### src/rtl/apb_pkg.sv
// apb_pkg: APB bus widths, master FSM states and the registered request record.
package apb_pkg;
    localparam int PADDR_SIZE = 32;
    localparam int PDATA_SIZE = 32;

    typedef enum logic [1:0] {IDLE, SETUP, ACCESS} apb_state_e;

    typedef struct packed {
        logic                    write;
        logic [PADDR_SIZE-1:0]   addr;
        logic [PDATA_SIZE-1:0]   wdata;
        logic [PDATA_SIZE/8-1:0] strb;
    } apb_req_t;
endpackage

### src/rtl/rr_arbiter.sv
// rr_arbiter: round-robin one-hot grant; the search starts one past the last winner.
module rr_arbiter #(
    parameter int N = 4
) (
    input  logic         clk,
    input  logic         rst,
    input  logic [N-1:0] req,
    input  logic         advance,
    output logic [N-1:0] grant
);
    localparam int LW = $clog2(N);

    logic [LW-1:0] last_q;
    logic [LW-1:0] idx;
    logic [LW-1:0] gidx;

    // Walk from farthest to nearest so the nearest requester after last_q wins.
    always_comb begin
        grant = '0;
        gidx  = last_q;
        idx   = '0;
        for (int i = N; i >= 1; i--) begin
            idx = LW'((int'(last_q) + i) % N);
            if (req[idx]) begin
                grant      = '0;
                grant[idx] = 1'b1;
                gidx       = idx;
            end
        end
    end

    always_ff @(posedge clk) begin
        if (rst)
            last_q <= LW'(N - 1);
        else if (advance && |req)
            last_q <= gidx;
    end
endmodule

### src/rtl/apb_master_arbiter.sv
// apb_master_arbiter: shares one APB master port among NUM_REQ requesters,
// round-robin arbitrated, with SETUP/ACCESS sequencing and a PREADY watchdog.
module apb_master_arbiter
    import apb_pkg::*;
#(
    parameter int NUM_REQ = 4,
    parameter int TIMEOUT = 16
) (
    input  logic                         PCLK,
    input  logic                         PRESET,
    input  logic [NUM_REQ-1:0]           req_valid,
    output logic [NUM_REQ-1:0]           req_ready,
    input  logic [NUM_REQ-1:0]           req_write,
    input  logic [NUM_REQ*PADDR_SIZE-1:0] req_addr,
    input  logic [NUM_REQ*PDATA_SIZE-1:0] req_wdata,
    input  logic [NUM_REQ*PDATA_SIZE/8-1:0] req_strb,
    output logic [NUM_REQ-1:0]           rsp_valid,
    output logic [PDATA_SIZE-1:0]        rsp_rdata,
    output logic                         rsp_err,
    output logic                         PSEL,
    output logic                         PENABLE,
    output logic                         PWRITE,
    output logic [PADDR_SIZE-1:0]        PADDR,
    output logic [PDATA_SIZE-1:0]        PWDATA,
    output logic [PDATA_SIZE/8-1:0]      PSTRB,
    input  logic [PDATA_SIZE-1:0]        PRDATA,
    input  logic                         PREADY,
    input  logic                         PSLVERR
);
    localparam int SW = PDATA_SIZE / 8;
    localparam int CW = (TIMEOUT > 0) ? $clog2(TIMEOUT + 1) : 1;

    apb_state_e         state_q;
    apb_req_t           req_d;
    apb_req_t           req_q;
    logic [NUM_REQ-1:0] grant;
    logic [NUM_REQ-1:0] gnt_q;
    logic [NUM_REQ-1:0] rsp_valid_q;
    logic [PDATA_SIZE-1:0] rsp_rdata_q;
    logic               rsp_err_q;
    logic               psel_q;
    logic               penable_q;
    logic [CW-1:0]      cnt_q;
    logic               accept;
    logic               expire;

    // Gating with PRESET keeps a held reset from producing a phantom accept.
    assign accept = (state_q == IDLE) && |req_valid && !PRESET;
    assign expire = (TIMEOUT > 0) && (cnt_q == CW'(TIMEOUT - 1));

    rr_arbiter #(.N(NUM_REQ)) u_arb (
        .clk     (PCLK),
        .rst     (PRESET),
        .req     (req_valid),
        .advance (accept),
        .grant   (grant)
    );

    assign req_ready = accept ? grant : '0;

    // Reads carry zero data and strobes onto the bus.
    always_comb begin
        req_d = '0;
        for (int i = 0; i < NUM_REQ; i++) begin
            if (grant[i]) begin
                req_d.write = req_write[i];
                req_d.addr  = req_addr[i*PADDR_SIZE +: PADDR_SIZE];
                req_d.wdata = req_write[i] ? req_wdata[i*PDATA_SIZE +: PDATA_SIZE] : '0;
                req_d.strb  = req_write[i] ? req_strb[i*SW +: SW] : '0;
            end
        end
    end

    always_ff @(posedge PCLK) begin
        if (PRESET) begin
            state_q     <= IDLE;
            req_q       <= '0;
            gnt_q       <= '0;
            cnt_q       <= '0;
            psel_q      <= 1'b0;
            penable_q   <= 1'b0;
            rsp_valid_q <= '0;
            rsp_rdata_q <= '0;
            rsp_err_q   <= 1'b0;
        end else begin
            rsp_valid_q <= '0;
            case (state_q)
                IDLE: if (accept) begin
                    req_q   <= req_d;
                    gnt_q   <= grant;
                    cnt_q   <= '0;
                    psel_q  <= 1'b1;
                    state_q <= SETUP;
                end
                SETUP: begin
                    penable_q <= 1'b1;
                    state_q   <= ACCESS;
                end
                ACCESS: if (PREADY || expire) begin
                    psel_q      <= 1'b0;
                    penable_q   <= 1'b0;
                    state_q     <= IDLE;
                    rsp_valid_q <= gnt_q;
                    rsp_err_q   <= PREADY ? PSLVERR : 1'b1;
                    rsp_rdata_q <= (PREADY && !req_q.write) ? PRDATA : '0;
                end else begin
                    cnt_q <= cnt_q + 1'b1;
                end
                default: state_q <= IDLE;
            endcase
        end
    end

    assign PSEL      = psel_q;
    assign PENABLE   = penable_q;
    assign PWRITE    = req_q.write;
    assign PADDR     = req_q.addr;
    assign PWDATA    = req_q.wdata;
    assign PSTRB     = req_q.strb;
    assign rsp_valid = rsp_valid_q;
    assign rsp_rdata = rsp_rdata_q;
    assign rsp_err   = rsp_err_q;
endmodule
### config.mk
export PLATFORM = sky130hd
export DESIGN_NAME = apb_master_arbiter
export DESIGN_NICKNAME = d
export VERILOG_FILES = /design/src/rtl/apb_pkg.sv /design/src/rtl/rr_arbiter.sv /design/src/rtl/apb_master_arbiter.sv
export SDC_FILE = /design/constraint.sdc
export NUM_CORES = 1
export LEC_CHECK = 0
export ABC_CLOCK_PERIOD_IN_PS = 3800
export CAP_MARGIN = 20
export CORE_UTILIZATION = 25
export DETAILED_ROUTE_END_ITERATION = 8
export GPL_ROUTABILITY_DRIVEN = 0
export GPL_TIMING_DRIVEN = 0
export HOLD_SLACK_MARGIN = 0.02
export PLACE_DENSITY_LB_ADDON = 0.05
export SLEW_MARGIN = 30
export SYNTH_ARGS = -nofsm -noshare
export SYNTH_HDL_FRONTEND = slang
export SYNTH_SLANG_ARGS = --single-unit
### constraint.sdc
create_clock -name PCLK -period 3.8 [get_ports PCLK]
set_input_delay 0.76 -clock PCLK [delete_from_list [all_inputs] [get_ports PCLK]]
set_output_delay 0.76 -clock PCLK [all_outputs]
set_load 0.005 [all_outputs]
==> run metrics <==
synth unique cells 51; Final Util 45.8%; initial detailed-routing violation count 454; pin count of the biggest net entering global routing 17; Clock Skews 0.0124 ns; total number of placement rows 60; crit-path max FO 10; switching power summed over all nets roughly 3.4 mW; end of the worst register-to-register path PWDATA[25]; GRT overflow 0; top achievable clock speed 272 MHz; remaining design rule violation count 0; share of post-route cells with drive strength above 1 10.5%; worst supply voltage drop on vdd 301 uV; Num CTS Buffers 17; portion of total power attributed to the clock network 20.4%; most frequent cell after synthesis dfxtp_1; data arrival at the endpoint of the critical path 2.92 ns; Combinational Power Share approximately 57%; Inst Count DP 1,553; max capacitance violation total 0; worst setup path end req_ready[3]; worst-path cell with the longest stage delay mux4_2; met2 Usage GRT 43.9%; signed area change from the synthesized netlist to the final layout 79.9%; number of input and output port buffers inserted 425; vias in the first global route 8,451; proportion of power drawn by flip-flops and latches between 20 and 25%; number of antenna violations at the first check in global routing 3; met1 demand-to-capacity share in global routing 29.0%; CTS root buffer clkbuf_16; WHS approximately 0.44 ns; Worst-path clk slew around 0.070 ns; number of nets in the layout 1,568; Post-Synth Adder-Cell Area under 10%; count of endpoints failing setup in the final report 0; dominant synthesized flop cell dfxtp_1; Die Y 168 um; Internal approximately 4.7 mW; core footprint between 20,000 and 30,000 um2; Setup crit end kind output pin; worst-margin pin slew 0.900 ns; cell types with the largest area share after synthesis dfxtp_1 35%, nand2_1 6.5%, a211oi_2 5.3%; CTS tree done; total power of the final layout 8.13 mW; Register-to-Register Setup Slack 0.21 ns; Worst path top cell family by delay buffers and inverters; Initial Utilization about a quarter; delay of the slowest cell on the worst path roughly 0.57 ns; minimum clock period 3.68 ns; FFs w/ async S/R, synth 0%; startpoint types flop; Hold/Removal Path Class flop to flop; Global Route met3 Usage 7.37%; htree depth 4; net switching fraction of the power 42.1%; Max clock buf depth 2; half-perimeter wire length after detailed placement ~27,000 um; post-synthesis xor/xnor area fraction less than 1%; IO Pins between 400 and 500; Crit Path Class flop to output pin; unrepaired setup endpoints after global routing false; critical path cell sequence buf_8, clkinvlp_4, ha_4, mux4_2, buf_4, a21o_1, o211ai_1, and2_4, clkbuf_8, nor2_1, clkbuf_2; required time of the critical path 3.04 ns; worst slew margin relative to its limit about two fifths; Final Slew Violations 0; synthesized-area fraction occupied by and/or/nand/nor cells 18.2%; launching instance or port of the critical path u_arb.last_q[0]; main combinational cell family by area after synthesis compound AO/OA/AOI/OAI gates; DP Worst Slack -1.33 ns; Final Hold Vio Count 0; number of standard cells after synthesis ~790; summed instance area of the synthesized netlist 6860 um2; launch instance of the worst register-to-register path u_arb.last_q[0]; # clock sinks 121; cell accounting for the most synthesized area dfxtp_1; vias per cell between 5 and 6; Synth Area per Inst 8.71 um2; post-detailed-routing wire length 35,400 um; number of flops mapped to enable cells by yosys 0; first-pass detailed-route iteration total 5; FF+latch count, synth 121; worst skew pair latency approximately 0.43 ns; GR peak layer met2; aggregate global-route resource usage 24.8%; Die ar. 28,100 um2; list of most frequent post-synthesis cells 121 x dfxtp_1, 118 x nand2_1, 65 x clkbuf_1; areal power density over the cells 659 nW/um2; number of cells on the critical path 11; Die Width 168 um; share of cell area taken by muxes after synthesis 2.26%; post-layout instance count excluding filler cells roughly 1,600; first-pass GRT wire length approximately 53,000 um; number of warnings printed during yosys synthesis 0; number of nets produced by synthesis roughly 1,100; worst path buffer plus inverter count 5; outcome complete, no violations; post-DR wirelength/cell 22.1 um; share of the synthesized area in the top cell type 35.3%; worst-case reg-to-reg path depth 11; post-synthesis compound-gate area fraction 36.0%; Routed Antenna Nets 0; Vias between 8,000 and 9,000; fin crit share a little over nine tenths; share of the yosys chip area belonging to registers 35.3%; leakage 4.63 nW; PnR worst setup slack roughly 0.12 ns
cells by family after synthesis:
family	after synthesis
compound gates	270
xor+xnor	3
fa+ha+maj	9
buf+inv	98
flops	121
mux	10
simple gates	276
cell type report:
type                       instances  area [um2]
buffer                            87         428
clock inverter                    15         155
fill                            2709       14600
clock buffer                      17         425
antenna                            1        2.50
timing repair buffer             440        4350
inverter                           8        33.8
tap                              341         427
sequential                       121        2430
multi-input combinational        568        4080
worst min-delay path by stage:
stage / depth (start not counted) / endpoint / slack, ns / start
floorplan: 1 / gnt_q[0] / 0.42 / gnt_q[0]
global placement: 1 / gnt_q[3] / 0.43 / gnt_q[3]
detailed placement: 1 / gnt_q[0] / 0.43 / gnt_q[0]
CTS: 1 / gnt_q[0] / 0.45 / gnt_q[0]
global route: 1 / gnt_q[3] / 0.46 / gnt_q[3]
finish: 1 / gnt_q[0] / 0.44 / gnt_q[0]
stage by stage:
stage               instance area (um2)  TNS, ns
floorplan                          6860        0
global placement                  11500   -25.85
detailed placement                11500   -26.04
CTS                               12300  -0.0791
global route                      12300        0
finish                            12300        0
power by group through the flow:
stage          combinational (mW)  clock (mW)  sequential, mW
2_1_floorplan                2.47           0            1.81
3_3_place_gp                 4.46           0            1.82
3_5_place_dp                 4.46           0            1.81
4_1_cts                      4.65        1.69            1.80
5_1_grt                      5.02        1.75            1.84
6_report                     4.67        1.65            1.80
layer usage:
metal,vias to the layer above,wire (um)
met5,-,26
met4,4,594
met3,41,2540
met2,338,17500
met1,3952,14700
li1,3998,-
state kept, by name (all words and copies together), names as in the netlist:
name	cells
PADDR	32
PENABLE	1
PSEL	1
PSTRB	4
PWDATA	32
PWRITE	1
cnt_q	5
gnt_q	4
rsp_err	1
rsp_rdata	32
rsp_valid	4
state_q	2
u_arb.last_q	2
placed cells by master (no fill, tap or decap), types with 3 or more instances in the layout:
cell	netlist	layout
inv_8	0	3
nor2_2	1	3
inv_1	7	4
a21oi_1	5	4
and3_1	41	41
nor2b_1	4	4
buf_2	13	13
dlygate4sd2_1	0	4
a22o_1	32	32
mux4_2	4	4
nand2b_1	3	3
a2bb2oi_1	32	32
clkdlybuf4s50_1	0	417
inv_6	0	7
clkbuf_16	0	17
clkinvlp_4	0	5
nor3_1	9	8
dfxtp_1	121	119
o21ai_0	6	5
a21o_1	4	4
nand3_1	40	40
mux2_2	4	4
a221oi_1	33	33
clkbuf_2	0	4
buf_4	3	18
a211oi_1	10	10
a32oi_1	36	36
buf_6	4	4
o32ai_1	32	32
ha_1	9	8
a211oi_2	29	29
buf_1	5	4
nor2_1	51	49
clkbuf_1	65	58
a41o_1	36	36
nand2_1	118	118
repair_timing:
action | in CTS | in global routing
pin swaps | 3 | 4
hold buffers | 0 | 0
setup buffers | 10 | 5
resized for setup | 37 | 14
setup endpoints to repair | 34 | 14
worst reg2reg max path, stage by stage (launching register included):
cell and delay [ns]:
dfxtp_4 0.37, buf_8 0.10, clkinvlp_4 0.10, ha_4 0.31, mux4_2 0.57, buf_4 0.17
a221oi_1 0.28, nor3_1 0.17, nor2_2 0.53, clkbuf_1 0.43, a32oi_1 0.22, a211oi_2 0.26
(Power assumes the default switching activity.)
